===== src/rtl/rd_tracker_pkg.sv =====
// Shared PCS definitions for the 8b/10b running-disparity tracker:
// RD encodings, codeword width and a codeword popcount helper.
package rd_tracker_pkg;

   localparam int   CW_W   = 10;
   localparam logic RD_NEG = 1'b0;
   localparam logic RD_POS = 1'b1;

   function automatic logic [3:0] popcount10(input logic [CW_W-1:0] cw);
      logic [3:0] n;
      n = '0;
      for (int i = 0; i < CW_W; i++) begin
         n = n + {3'b000, cw[i]};
      end
      return n;
   endfunction

endpackage


===== src/rtl/rd_lane_step.sv =====
// One lane of the RD chain: picks the codeword for the incoming RD, then
// derives the outgoing RD and flags codewords whose weight violates RD.
module rd_lane_step
   import rd_tracker_pkg::*;
(
   input  logic [CW_W-1:0] cw_neg_i,
   input  logic [CW_W-1:0] cw_pos_i,
   input  logic            rd_in_i,
   output logic [CW_W-1:0] cw_o,
   output logic            rd_out_o,
   output logic            err_o
);

   logic [3:0] ones;

   always_comb begin
      cw_o     = (rd_in_i == RD_POS) ? cw_pos_i : cw_neg_i;
      ones     = popcount10(cw_o);
      err_o    = 1'b0;
      rd_out_o = rd_in_i;
      if (ones == 4'd5) begin
         rd_out_o = rd_in_i;
      end else if (ones == 4'd6 && rd_in_i == RD_NEG) begin
         rd_out_o = RD_POS;
      end else if (ones == 4'd4 && rd_in_i == RD_POS) begin
         rd_out_o = RD_NEG;
      end else begin
         // Illegal weight for this RD: resync RD to the codeword's own sign.
         err_o    = 1'b1;
         rd_out_o = (ones > 4'd5) ? RD_POS : RD_NEG;
      end
   end

endmodule


===== src/rtl/rd_tracker.sv =====
// Multi-lane running-disparity tracker and codeword selector for the TX PCS.
// Chains RD through the lanes combinationally and registers the result.
module rd_tracker
   import rd_tracker_pkg::*;
#(
   parameter int   LANES   = 1,
   parameter logic RD_INIT = 1'b0,
   parameter int   CNT_W   = 8
) (
   input  logic                  Bit_Rate_10,
   input  logic                  Rst,
   input  logic                  enable,
   input  logic                  in_valid,
   input  logic [LANES*CW_W-1:0] data_neg,
   input  logic [LANES*CW_W-1:0] data_pos,
   input  logic                  force_rd_en,
   input  logic                  force_rd_val,
   input  logic                  err_clr,
   output logic                  out_valid,
   output logic [LANES*CW_W-1:0] Data_10,
   output logic                  rd_out,
   output logic [LANES-1:0]      disp_err,
   output logic [CNT_W-1:0]      err_count
);

   localparam int NE_W  = $clog2(LANES + 1);
   localparam int SUM_W = CNT_W + 3;
   localparam logic [SUM_W-1:0] CNT_MAX = {3'b000, {CNT_W{1'b1}}};

   logic [LANES:0]                 rd_chain;
   logic [LANES-1:0][CW_W-1:0]     sel_cw;
   logic [LANES-1:0]               lane_err;

   logic                  rd_q,   rd_d;
   logic                  vld_q,  vld_d;
   logic [LANES*CW_W-1:0] data_q, data_d;
   logic [LANES-1:0]      err_q,  err_d;
   logic [CNT_W-1:0]      cnt_q,  cnt_d;

   logic [NE_W-1:0]  new_errs;
   logic [SUM_W-1:0] cnt_sum;

   assign rd_chain[0] = force_rd_en ? force_rd_val : rd_q;

   for (genvar g = 0; g < LANES; g++) begin : g_lane
      rd_lane_step u_step (
         .cw_neg_i (data_neg[g*CW_W +: CW_W]),
         .cw_pos_i (data_pos[g*CW_W +: CW_W]),
         .rd_in_i  (rd_chain[g]),
         .cw_o     (sel_cw[g]),
         .rd_out_o (rd_chain[g+1]),
         .err_o    (lane_err[g])
      );
   end

   always_comb begin
      new_errs = '0;
      if (in_valid) begin
         for (int i = 0; i < LANES; i++) begin
            new_errs = new_errs + NE_W'(lane_err[i]);
         end
      end
      // Clear wins over the old value but still counts this cycle's errors.
      cnt_sum = (err_clr ? '0 : {3'b000, cnt_q}) + SUM_W'(new_errs);
      cnt_d   = (cnt_sum > CNT_MAX) ? CNT_MAX[CNT_W-1:0] : cnt_sum[CNT_W-1:0];
   end

   always_comb begin
      rd_d   = rd_q;
      vld_d  = vld_q;
      data_d = data_q;
      err_d  = err_q;
      if (enable) begin
         vld_d = in_valid;
         err_d = '0;
         if (in_valid) begin
            rd_d   = rd_chain[LANES];
            data_d = sel_cw;
            err_d  = lane_err;
         end
      end
   end

   always_ff @(posedge Bit_Rate_10 or posedge Rst) begin
      if (Rst) begin
         rd_q   <= RD_INIT;
         vld_q  <= 1'b0;
         data_q <= '0;
         err_q  <= '0;
         cnt_q  <= '0;
      end else begin
         rd_q   <= rd_d;
         vld_q  <= vld_d;
         data_q <= data_d;
         err_q  <= err_d;
         if (enable) begin
            cnt_q <= cnt_d;
         end
      end
   end

   assign out_valid = vld_q;
   assign Data_10   = data_q;
   assign rd_out    = rd_q;
   assign disp_err  = err_q;
   assign err_count = cnt_q;

endmodule


===== config.mk =====
export PLATFORM = sky130hd
export DESIGN_NAME = rd_tracker
export DESIGN_NICKNAME = d
export VERILOG_FILES = /design/src/rtl/rd_tracker_pkg.sv /design/src/rtl/rd_lane_step.sv /design/src/rtl/rd_tracker.sv
export SDC_FILE = /design/constraint.sdc
export NUM_CORES = 1
export LEC_CHECK = 0
export CORE_ASPECT_RATIO = 1.1
export CORE_MARGIN = 5
export CORE_UTILIZATION = 38
export DETAILED_ROUTE_END_ITERATION = 8
export PLACE_DENSITY = 0.69
export SYNTH_ARGS = -nofsm -noshare
export SYNTH_HDL_FRONTEND = slang
export SYNTH_HIERARCHICAL = 1
export SYNTH_SLANG_ARGS = --single-unit

===== constraint.sdc =====
create_clock -name Bit_Rate_10 -period 6.4 [get_ports Bit_Rate_10]
set_input_delay 0.64 -clock Bit_Rate_10 [delete_from_list [all_inputs] [get_ports Bit_Rate_10]]
set_output_delay 0.64 -clock Bit_Rate_10 [all_outputs]
set_load 0.02 [all_outputs]

==> out/qor.yml <==
outcome: "finished clean"
start_util: 0.3892
portBuffers: 47
yosys.area.top_type: "dfrtp_1"
hold_violations: 0
post_cts_buffers: 0
clkSinkCount: 21
synth.area.top_cells: "dfrtp_1 (37%), mux2_2 (11%), fa_1 (8.5%)"
ys_seq_area_frac: 0.3723
powerDensity_nw_per_um2: 393.8
synth_edf_count: 0
gp_congestion: 0.9363
cp_top_family: "adder cells"
nets: 215
synth_cell_types: 38
gr-total-overflow: 0
ant_nets: 0
root_buffer: "clkbuf_8"
antennaDiodeCount: 0
rsz0062_at_grt: "false"
met3_usage: 0.03364
die_height_um: 73.92
wl_mm: 3.464
clockBufferDepth: 2
layout-drive-gt1-share: 0.1412
path_buf_inv: 4
period_minus_slack_ps: 5622
synthFlopType: "dfrtp_1"
syn_inst: 131
required_ps: 6580
synth_area_um2: 1411
critPathKind: "in -> reg"
path_common_cell: "fa_1"
slowest_stage: "fa_1"
drc_errors: 0
synth_area_per_cell_um2: 10.77
cts_resized: 0
use_met1: 0.1683
relSlewSlack: 0.4362
crit_arrival_ps: 5810
grt_first_pass_wirelength_mm: 5.361
finalMaxSlewViolations: 0
timing.rr.end: "err_count[0]$_DFFE_PP0P_"
finalCritPeriodShare: 0.8785
end_kind: "register"
fin_setup_tns_ps: 0
cp_cell_sequence: "clkdlybuf4s50_1, mux2_2, mux2_4, fa_1, inv_1, fa_1, fa_1, inv_1, ha_1, inv_1, fa_1, xor2_1, o21ai_0, and2_1, ha_1, ha_1, nand2_1, or3_1, a31oi_1"
synth_top_area_frac: 0.3723
tightest_slew_ps: 844.8
grt.busiest_layer: "met2"
io_pins: 48
fmax_mhz: 177.9
n_fill_cell: 348
timing.rr.start: "rd_out$_DFFE_PP0P_"
cp-start-kind: "primary input"
dpl.hpwl_mm: 2.731
dieArea_um2: 5034
r2r_cells: 18
hold_depth: 1
area_growth_pct: 38.74
leakage_nw: 0.8904
first_pass_iters: 4
grt_use_total: 0.1413
vdd_ir_drop_max_mv: 0.1730
synthArstFlopShare: 1.000
yosysWarnings: 6
crit_fanout: 12
worstHoldEndpoint: "Data_10[0]$_DFFE_PP0P_"
p_total_mw: 0.7710
detail_route.wl_per_cell_um: 15.26
core_area_um2: 3626
cts_made_buffers: 3
viasPerCell: 5.137
grt_max_degree: 22
grt_use_met2: 0.2473
synth_nets: 168
htreeDepth: 1
dr.first_iter.drc_count: 37
finalSetupViolCount: 0
grt_pass1_vias: 1196
die_x_um: 68.11
min-delay-start: "Data_10[0]$_DFFE_PP0P_"
cap_violations: 0
yosys.cell_count.top_type: "dfrtp_1"
finClkSkew_ps: 0.9525
cpPeakStageDelay_ps: 540
hold_path.class: "reg -> reg"
rrSetupSlack_ps: 1290
num_vias: 1166
tritoncts: "yes"
std_cell_rows: 23
netlist_top_cells_count: "dfrtp_1 (21), inv_1 (20), mux2_2 (14)"
cts.hold.buffers_added: 0
antenna_found_initial: 0
clk_pin_slew_ps: 80
synth-seq-cells: 21
insertion_delay_ps: 250
==> through the flow <==
| stage | util | hold WS, ps | instances | instance area [µm²] | setup WS (ps) |
|---|---|---|---|---|---|
| after global placement | 0.5276 | 489.4 | 223 | 1913 | 595.2 |
| after detailed placement | 0.5276 | 493.7 | 223 | 1913 | 539.8 |
| after floorplan | - | 605.8 | 131 | 1411 | 1255 |
| final | 0.5400 | 507.2 | 227 | 1958 | 777.7 |
| after global routing | 0.5400 | 529.1 | 227 | 1958 | 542.1 |
| after CTS | 0.5400 | 510.9 | 227 | 1958 | 781.0 |
==> power by group <==
group	total, mW	internal, mW	switching, mW
combinational	0.497	0.249	0.247
clock	0.0866	0.0443	0.0423
sequential	0.188	0.166	0.0215
==> cell families (layout without fill, tap and decap cells) <==
group	count (synthesis)	in the layout	synth area share
muxes	23	23	0.1862
xor gates and xnor gates	2	2	0.01241
AOI/OAI and AO/OA	21	21	0.1099
DFF	21	21	0.3723
buffers and inverters	25	71	0.07535
adders and majority gates	10	10	0.1206
and+or+nand+nor	29	29	0.1232
==> state kept, by name, indices dropped and copies added, names as in the netlist <==
| register | cells |
|---|---|
| Data_10 | 10 |
| disp_err | 1 |
| out_valid | 1 |
| err_count | 8 |
| rd_out | 1 |
==> placed cells by master (no fill, tap or decap), drive strengths merged <==
cell and count:
a211oi 1, a21boi 1, a21oi 4, a221o 1, a22o 1, a31oi 2
a41o 1, a41oi 1, and2 1, and3 1, and4b 2, clkbuf 4
clkdlybuf4s50 47, dfrtp 21, fa 6, ha 4, inv 20, mux2 17
mux2i 6, nand2 7, nand3 3, nand4b 2, nor2 6, nor2b 3
nor3 2, nor4b 1, o21ai 3, o21bai 1, o22ai 1, o311a 1
o31ai 1, o32ai 1, o41ai 1, or3 1, xor2 2
==> layout make-up <==
cell class	instances	area, µm²	area share
clock buffers	4	45.04	0.02300
flip-flops and latches	21	525.5	0.2684
repair buffers	47	470.5	0.2403
multi-input cells	85	779.5	0.3981
inverters	20	75.07	0.03834
well taps	50	62.56	0.03195
==> worst max path at each step <==
stage | end | slack (ps) | startpoint | cells past startpoint
after global routing | err_count[0]$_DFFE_PP0P_ | 540 | force_rd_en | 19
after CTS | err_count[1]$_DFFE_PP0P_ | 780 | force_rd_en | 19
after global placement | err_count[1]$_DFFE_PP0P_ | 600 | force_rd_en | 19
final | err_count[0]$_DFFE_PP0P_ | 780 | force_rd_en | 19
after floorplan | err_count[0]$_DFFE_PP0P_ | 1250 | force_rd_en | 19
after detailed placement | err_count[1]$_DFFE_PP0P_ | 540 | force_rd_en | 19
==> worst reg2reg max path, cell delays in order (launching register included) <==
cell and delay [ps]:
dfrtp_1 400, mux2_2 420, mux2_4 370, fa_1 540, inv_1 50, fa_1 440, fa_1 480, inv_1 40
ha_1 190, inv_1 70, fa_1 430, xor2_1 170, o21ai_0 60, and2_1 160, ha_1 190, ha_1 270
nand2_1 150, or3_1 420, a31oi_1 170
==> routing by layer <==
metal,vias up,share of wire
met5,-,0
met4,0,0.017
met3,8,0.087
met2,49,0.50
met1,561,0.40
li1,548,-
Note: power is estimated with default switching activity, not from simulation.
